--- config.mk ---
export PLATFORM = sky130hd
export DESIGN_NAME = port_stats_regs
export DESIGN_NICKNAME = d
export VERILOG_FILES = /design/src/rtl/port_stats_regs_pkg.sv /design/src/rtl/gray_sync_bin.sv /design/src/rtl/port_stats_regs.sv
export SDC_FILE = /design/constraint.sdc
export NUM_CORES = 2
export LEC_CHECK = 0
export BUFFER_PORTS_ARGS = -buffer_cell sky130_fd_sc_hd__buf_2
export CAP_MARGIN = 0
export CORE_AREA = 2 2 358 430
export CTS_BUF_LIST = sky130_fd_sc_hd__clkbuf_8
export DETAILED_ROUTE_END_ITERATION = 12
export DIE_AREA = 0 0 360 432
export PLACE_DENSITY_LB_ADDON = 0.05
export SLEW_MARGIN = 10
export SYNTH_ARGS = -nofsm -noshare
export SYNTH_HDL_FRONTEND = slang
export SYNTH_SLANG_ARGS = --single-unit
--- constraint.sdc ---
create_clock -name clk -period 57 [get_ports clk]
set_input_delay 11.4 -clock clk [delete_from_list [all_inputs] [get_ports clk]]
set_output_delay 11.4 -clock clk [all_outputs]
set_load 0.05 [all_outputs]
--- src/rtl/port_stats_regs_pkg.sv ---
// Shared register map, ID constants and helpers for the per-port statistics block.
package port_stats_regs_pkg;

   localparam int NUM_KINDS  = 4;
   localparam int PORT_SHIFT = 8;
   localparam logic [31:0] PORT_STRIDE = 32'h1 << PORT_SHIFT;

   localparam logic [7:0] OFF_RX_SUCC = 8'h00;
   localparam logic [7:0] OFF_RX_OF   = 8'h04;
   localparam logic [7:0] OFF_TX_SUCC = 8'h08;
   localparam logic [7:0] OFF_TX_FAIL = 8'h0C;
   localparam logic [7:0] OFF_SNAP    = 8'h10;
   localparam logic [7:0] OFF_CLR     = 8'h14;
   localparam logic [7:0] OFF_SNAP_RX_SUCC = 8'h20;
   localparam logic [7:0] OFF_SNAP_RX_OF   = 8'h24;
   localparam logic [7:0] OFF_SNAP_TX_SUCC = 8'h28;
   localparam logic [7:0] OFF_SNAP_TX_FAIL = 8'h2C;
   localparam logic [7:0] OFF_ID      = 8'hF0;

   localparam logic [7:0] ID_MAGIC   = 8'hA5;
   localparam logic [7:0] ID_VERSION = 8'h01;

   function automatic logic [31:0] swap32(input logic [31:0] v);
      return {v[7:0], v[15:8], v[23:16], v[31:24]};
   endfunction

endpackage

--- src/rtl/gray_sync_bin.sv ---
// Brings one foreign-domain gray counter into clk: 2-flop synchroniser, gray->binary, output register.
module gray_sync_bin #(
   parameter int CNT_W = 16
) (
   input  logic             clk,
   input  logic             rst,
   input  logic [CNT_W-1:0] gray_i,
   output logic [CNT_W-1:0] bin_o
);

   logic [CNT_W-1:0] sync1_q, sync2_q, bin_q;
   logic [CNT_W-1:0] sync1_d, sync2_d, bin_d;

   always_comb begin
      sync1_d = gray_i;
      sync2_d = sync1_q;
      bin_d   = '0;
      // each binary bit is the xor of all gray bits at or above it
      for (int i = 0; i < CNT_W; i++) begin
         bin_d[i] = ^(sync2_q >> i);
      end
   end

   always_ff @(posedge clk or posedge rst) begin
      if (rst) begin
         sync1_q <= '0;
         sync2_q <= '0;
         bin_q   <= '0;
      end else begin
         sync1_q <= sync1_d;
         sync2_q <= sync2_d;
         bin_q   <= bin_d;
      end
   end

   assign bin_o = bin_q;

endmodule

--- src/rtl/port_stats_regs.sv ---
// Memory-mapped per-port RX/TX statistics: synchronised gray counters with clearable baselines and snapshots.
module port_stats_regs
   import port_stats_regs_pkg::*;
#(
   parameter int          PORT_NUM  = 4,
   parameter int          CNT_W     = 16,
   parameter logic [31:0] BASE_ADDR = 32'h0300_0000,
   parameter bit          BYTE_SWAP = 1'b1
) (
   input  logic                      clk,
   input  logic                      rst,
   input  logic [PORT_NUM*CNT_W-1:0] rx_succ_gray,
   input  logic [PORT_NUM*CNT_W-1:0] rx_of_gray,
   input  logic [PORT_NUM*CNT_W-1:0] tx_succ_gray,
   input  logic [PORT_NUM*CNT_W-1:0] tx_fail_gray,
   input  logic                      iomem_valid,
   output logic                      iomem_ready,
   input  logic [3:0]                iomem_wstrb,
   input  logic [31:0]               iomem_addr,
   input  logic [31:0]               iomem_wdata,
   output logic [31:0]               iomem_rdata
);

   logic [NUM_KINDS-1:0][PORT_NUM*CNT_W-1:0]   gray_all;
   logic [PORT_NUM-1:0][NUM_KINDS-1:0][CNT_W-1:0] bin, live;
   logic [PORT_NUM-1:0][NUM_KINDS-1:0][CNT_W-1:0] base_q, base_d, snap_q, snap_d;
   logic        ready_q, ready_d, done_q, done_d;
   logic [31:0] rdata_q, rdata_d;

   logic [31:0] rel;
   logic [23:0] pidx;
   logic [7:0]  off;
   logic        port_ok, mapped, accept, is_wr;
   logic [31:0] rd_val;
   logic        unused_wdata;

   assign unused_wdata = ^iomem_wdata;
   assign gray_all = {tx_fail_gray, tx_succ_gray, rx_of_gray, rx_succ_gray};

   for (genvar gp = 0; gp < PORT_NUM; gp++) begin : g_port
      for (genvar gk = 0; gk < NUM_KINDS; gk++) begin : g_kind
         gray_sync_bin #(.CNT_W(CNT_W)) u_sync (
            .clk    (clk),
            .rst    (rst),
            .gray_i (gray_all[gk][gp*CNT_W +: CNT_W]),
            .bin_o  (bin[gp][gk])
         );
      end
   end

   // modular subtraction keeps deltas correct across counter wrap
   always_comb begin
      for (int p = 0; p < PORT_NUM; p++) begin
         for (int k = 0; k < NUM_KINDS; k++) begin
            live[p][k] = bin[p][k] - base_q[p][k];
         end
      end
   end

   always_comb begin
      rel     = iomem_addr - BASE_ADDR;
      pidx    = rel[31:PORT_SHIFT];
      off     = rel[PORT_SHIFT-1:0];
      port_ok = pidx < 24'(PORT_NUM);
      mapped  = 1'b0;
      if (port_ok) begin
         case (off)
            OFF_RX_SUCC, OFF_RX_OF, OFF_TX_SUCC, OFF_TX_FAIL,
            OFF_SNAP, OFF_CLR,
            OFF_SNAP_RX_SUCC, OFF_SNAP_RX_OF, OFF_SNAP_TX_SUCC, OFF_SNAP_TX_FAIL:
               mapped = 1'b1;
            OFF_ID:  mapped = (pidx == '0);
            default: mapped = 1'b0;
         endcase
      end
      is_wr  = |iomem_wstrb;
      // done_q blocks a re-accept while the master keeps valid high past the ack
      accept = iomem_valid && !ready_q && !done_q && mapped;
   end

   always_comb begin
      base_d = base_q;
      snap_d = snap_q;
      rd_val = '0;
      for (int p = 0; p < PORT_NUM; p++) begin
         if (pidx == 24'(p)) begin
            if (off[7:4] == 4'h0 && !off[4]) begin
               if (off[3:0] <= OFF_TX_FAIL[3:0]) begin
                  rd_val = 32'(live[p][off[3:2]]);
                  if (accept && is_wr) base_d[p][off[3:2]] = bin[p][off[3:2]];
               end
            end
            if (off[7:4] == 4'h2) rd_val = 32'(snap_q[p][off[3:2]]);
            if (accept && is_wr && off == OFF_SNAP) snap_d[p] = live[p];
            if (accept && is_wr && off == OFF_CLR)  base_d[p] = bin[p];
         end
      end
      if (off == OFF_ID && pidx == '0) begin
         rd_val = {ID_MAGIC, 8'(PORT_NUM), 8'(CNT_W), ID_VERSION};
      end
   end

   always_comb begin
      ready_d = accept;
      done_d  = accept ? 1'b1 : (iomem_valid ? done_q : 1'b0);
      rdata_d = '0;
      if (accept && !is_wr) begin
         rdata_d = BYTE_SWAP ? swap32(rd_val) : rd_val;
      end
   end

   always_ff @(posedge clk or posedge rst) begin
      if (rst) begin
         ready_q <= 1'b0;
         done_q  <= 1'b0;
         rdata_q <= '0;
         base_q  <= '0;
         snap_q  <= '0;
      end else begin
         ready_q <= ready_d;
         done_q  <= done_d;
         rdata_q <= rdata_d;
         base_q  <= base_d;
         snap_q  <= snap_d;
      end
   end

   assign iomem_ready = ready_q;
   assign iomem_rdata = rdata_q;

endmodule

# Word-level counts from Yosys, hierarchy flattened
# Index checks and enable logic that the tools add are counted.
# classes
n_lt_le_gt_ge,4
reduce_logical,286
add_sub_neg,17
muxes,68
eq_ne,15
# op_table
cell,count
parity 16 bit,256
2-to-1 mux 64 bit,16
2-to-1 mux 32 bit,16
binary-select mux 16 bit (select 2 bit),12
bitwise mux 64 bit,4
subtractor 16 bit,16
2-to-1 mux 16 bit,15
"equality test 24 x 2 -> 1 bit, second input constant",2
demux 16 bit (select 2 bit),1
"equality test 8 x 6 -> 1 bit, second input constant",4
"subtractor 32 x 26 -> 32 bit, second input constant",1
"equality test 24 x 1 -> 1 bit, second input constant",1
logical NOT 24 bit,1
"< comparator 24 x 3 -> 1 bit, second input constant",1
"equality test 8 x 4 -> 1 bit, second input constant",2
"equality test 8 x 5 -> 1 bit, second input constant",2
AND reduction 4 bit,4
logical AND 1 bit,10
OR reduction 10 bit,1
"equality test 8 x 3 -> 1 bit, second input constant",1
"equality test 8 bit, second input constant",1
logical NOT 8 bit,1
AND reduction 2 bit,4
nonzero test 2 bit,3
10 further kinds,15
# word_totals
ff_bits,1314
out_inout_bits,33
elab_cells,473
input_bits,327

# Depth between registers and ports, before layout
# logic_depth
word_depth,21
mapped_depth,14
ltp_nobuf,14

# Modules after synthesis
# From an unflattened synthesis, not the netlist that was laid out.
# hier_totals
hier_cells,5243
hier_area_um2,62326.0
# by_module_without_submodules
mod,cells_per_inst,area_per_inst_um2,seq_area_each_um2,instances
port_stats_regs,4011,36801.5,13287.7,1
gray_sync_bin,77,1595.3,1201.2,16

# Worst setup path before layout
# OpenSTA, ideal clock, no wires.
# synth_timing
path_type,input to register
from,in iomem_addr[3]
to,reg base_q[129] (netlist name)
arrival_ns,13.988
path_buffers,3
setup_time_ns,0.125
slack_ns,42.887
t_required_ns,56.875
stages,12
path_cell_list,clkbuf_1 > or2_1 > or3_1 > o21a_1 > or3_4 > nor3_4 > a31oi_1 > nand2b_4 > nand2b_1 > buf_4 > buf_6 > mux2_4
# synth_via
elab_chain_cells,10
word_cells_on_any_way,41
classes_between,add/sub (1); order compare (4); eq/ne (11); mux (11); reduce/logical (14)
# synth_lines
element,line_no,rtl
start: declaration,port_stats_regs.sv:19,"input logic [31:0] iomem_addr,"
subtractor 32 x 26 -> 32 bit (*),port_stats_regs.sv:61,rel = iomem_addr - BASE_ADDR;
"parallel branches: the longest is 9 deep, another holds < comparator 24 x 3 -> 1 bit",n/a,
end signal: assignment,port_stats_regs.sv:123,base_q <= base_d;
end: declaration,port_stats_regs.sv:26,"logic [PORT_NUM-1:0][NUM_KINDS-1:0][CNT_W-1:0] base_q, base_d, snap_q, snap_d;"
# Every way passes the cells marked *. The select of a mux whose other input is x is not followed.
# A chain may end at the register's enable or synchronous reset.

# Worst setup path in the final report
# layout_timing
from,in iomem_addr[3]
to,reg base_q[136] (netlist name)
# Same word-level chain as after synthesis.

==> flow_summary_export.csv <==
group,metric,value,unit
status,outcome,"complete, no violations",
critical_path,rr_worst_depth,14,
place,dp_hpwl,121000,um
floorplan,die_h,432,um
timing,tightest_slew,1.19,ns
synthesis,synth.avg_cell_area,11.5,um2
clock_tree,clk_latency,0.99,ns
critical_path,cp.required,57.83,ns
clock_tree,cts_buffers,219,
critical_path,regToRegSetupSlack,52.28,ns
cells_and_area,area_growth_syn_to_layout,13.8,%
clock_tree,cts_buffer_depth,3,
hold_path,hold_path.class,"reg -> reg",
power_and_ir_drop,total_leakage_power,32.0,nW
place,gp_congestion,0.872,
timing,finalHoldWorstSlack,0.307,ns
critical_path,worstReg2RegStart,"g_port[0].g_kind[3].u_sync.bin_o[0]",
floorplan,rows,157,
critical_path,arrival,16.37,ns
global_routing,grt_pass1_wl,256000,um
clock_tree,ctsHoldBuffers,0,
timing,finalCriticalPeriod,15.54,ns
synthesis,synth_most_common_cell,"dfrtp_1",
floorplan,dieArea,0.156,mm2
timing,setup_viol,0,
routing,drc,0,
global_routing,grt_use_total,21.9,%
timing,slew_viol_final,0,
synthesis,ys_warn_count,0,
synthesis,synth_area_leaders,"dfrtp_1, ha_1, mux4_2, o21ai_0, a21oi_1",
synthesis,synth_seq_area_share,54.0,%
floorplan,coreArea,0.152,mm2
clock_tree,cts_tree,"yes",
global_routing,gr-total-overflow,0,
synthesis,yosysTopAreaCellShare,54.0,%
timing,finalClockSkew,0.0624,ns
critical_path,start_kind,"input pin",
power_and_ir_drop,peakVddDrop,24.8,uV
clock_tree,ctsRootBufferMaster,"clkbuf_8",
synthesis,ys_ff_latch,1299,
timing,period_share,27.3,%
floorplan,ioPinCount,360,
cells_and_area,layout-drive-gt1-share,18.4,%
floorplan,fp.dieW,360,um
timing,rsz0062_at_grt,"false",
synthesis,synthFlopType,"dfrtp_1",
routing,drtIter0Drc,2320,
place,port_buffers,316,
floorplan,start_util,39.6,%
global_routing,grt_max_degree,149,
routing,vias,39700,
synthesis,yosysTopAreaCell,"dfrtp_1",
timing,finalSetupTns,0,ns
timing,maxSlewHeadroom,20.2,%
critical_path,critPathMaxFanout,65,
synthesis,synth_area,0.0602,mm2
global_routing,grt_pass1_vias,40900,
critical_path,r2r_end,"iomem_rdata[22]",
place,dp.cells,7376,
timing,max_freq,64.4,MHz
clock_tree,clkSlewWorstSetupHoldPaths,0.06,ns
hold_path,hp-start,"g_port[1].g_kind[0].u_sync.sync1_q[0]",
synthesis,yosys-top-cells-count,"dfrtp_1, nand2_1, o21ai_0, a21oi_1, inv_1",
critical_path,critPathCaptureType,"register",
job,cap_violations,0,
synthesis,async_reset_ff_share,100,%
critical_path,path_class,"in -> reg",
hold_path,hold-path-endpoint,"g_port[1].g_kind[0].u_sync.sync2_q[0]",
cells_and_area,instances_no_fill,7777,
routing,routed_wl,168000,um
cells_and_area,final_nets,6197,
clock_tree,cts-htree-levels,4,
clock_tree,cts_resized,0,
power_and_ir_drop,power.density,40.2,mW/mm2
clock_tree,post_cts.repair.setup_buffers,0,
synthesis,synth-edff-count,0,
global_routing,antenna_found_initial,9,
clock_tree,cts_sinks,1299,
hold_path,hold_depth,0,
routing,wire_per_inst,21.6,um
routing,vias_per_cell,5.11,
routing,postRouteAntennaNets,0,
timing,finalHoldViolations,0,
synthesis,synth_cell_types,87,
routing,dr.pass1.iters,5,
synthesis,synthCells,5210,
[where the power goes]
part	internal (W)	leakage (nW)	switching, W
logic	0.000315	13.6	0.000487
clock network	0.000460	2.60	0.000391
registers	0.00101	15.8	0.0000917
total	0.00178	32.0	0.000970
[worst max-delay path, cell delays in order]
cell	delay, ns
buf_6	0.51
buf_4	0.56
buf_4	0.75
nand2_1	0.16
o21a_2	0.53
a31oi_1	0.66
nand2b_4	0.32
nand2b_1	0.84
mux2_2	0.43
[through the flow]
stage                     area, um2  setup slack (ns)  utilization (%)  total power [W]
final                         68500             41.46             45.1          0.00275
after global routing          68500             41.20             45.1          0.00292
after CTS                     68500             41.63             45.1          0.00280
after detailed placement      63900             40.57             42.1          0.00192
after global placement        63900             40.64             42.1          0.00192
after floorplan               60200              8.99                -          0.00164
[placed cells by master, fill, tap and decap left out, types with 13 or more instances in the layout]
cell type | netlist | routed
dfrtp_1 | 1299 | 1299
nand2_1 | 469 | 469
inv_1 | 366 | 431
o21ai_0 | 390 | 389
a21oi_1 | 388 | 387
buf_2 | 30 | 314
clkbuf_8 | 0 | 280
nor2_1 | 274 | 273
ha_1 | 244 | 244
xnor2_1 | 213 | 213
xor2_1 | 156 | 156
mux2_2 | 126 | 126
mux4_2 | 102 | 102
nor3_1 | 98 | 98
a21o_1 | 78 | 78
mux2i_1 | 75 | 75
a211oi_1 | 75 | 75
o21a_1 | 54 | 53
buf_4 | 16 | 53
xor2_2 | 47 | 47
xnor2_2 | 46 | 46
nand3_1 | 39 | 37
a31oi_1 | 35 | 35
nand2b_1 | 34 | 34
xor3_1 | 32 | 32
nor2b_1 | 30 | 29
clkinv_2 | 0 | 26
or3_1 | 20 | 20
and3_1 | 20 | 20
o21bai_1 | 19 | 19
o221ai_1 | 16 | 16
fa_1 | 16 | 16
a221oi_1 | 15 | 15
nor4_1 | 14 | 13
o31a_1 | 13 | 13
[cell families after synthesis]
kind of cell,count (synthesis),synth area share [%]
other,1,0.00623
XOR/XNOR,494,9.15
flip-flops,1299,54.0
AND/OR/NAND/NOR,1066,7.83
buffers and inverters,569,3.73
adder cells (fa/ha/maj),260,5.61
AO/OA/AOI/OAI,1212,12.1
multiplexers,309,7.57
[registers in the layout, summed over array words and instances (netlist names)]
signal and cells:
base_q 256, done_q 1, g_port.g_kind.u_sync.bin_o 256, g_port.g_kind.u_sync.sync1_q 256, g_port.g_kind.u_sync.sync2_q 256, iomem_rdata 17, iomem_ready 1, snap_q 256
[worst max-delay path by stage]
stage	from	to	slack, ns	depth (start not counted)
2_1_floorplan	rst	base_q[0]	8.99	1
3_3_place_gp	iomem_addr[3]	base_q[135]	40.64	9
3_5_place_dp	iomem_addr[3]	base_q[136]	40.57	9
4_1_cts	iomem_addr[3]	base_q[136]	41.63	9
5_1_grt	rst	g_port[2].g_kind[0].u_sync.sync1_q[9]	41.20	7
6_report	iomem_addr[3]	base_q[136]	41.46	9
[metal layers]
metal  vias up  global-route usage (%)  routed length, um
li1      18800                       -                  -
met1     19800                    29.7              75600
met2       896                    35.2              78800
met3       274                    4.02               8130
met4         2                    7.87               5540
met5         -                       0                  7
[layout make-up]
class	count	area (um2)
well taps	1987	2490
clock inverters	114	674
repair buffers	372	2060
diodes	7	17.5
multi-input cells	3352	25500
fillers	14400	83400
flip-flops and latches	1299	32500
inverters	366	1380
clock buffers	280	3850
(Power assumes the default switching activity.)
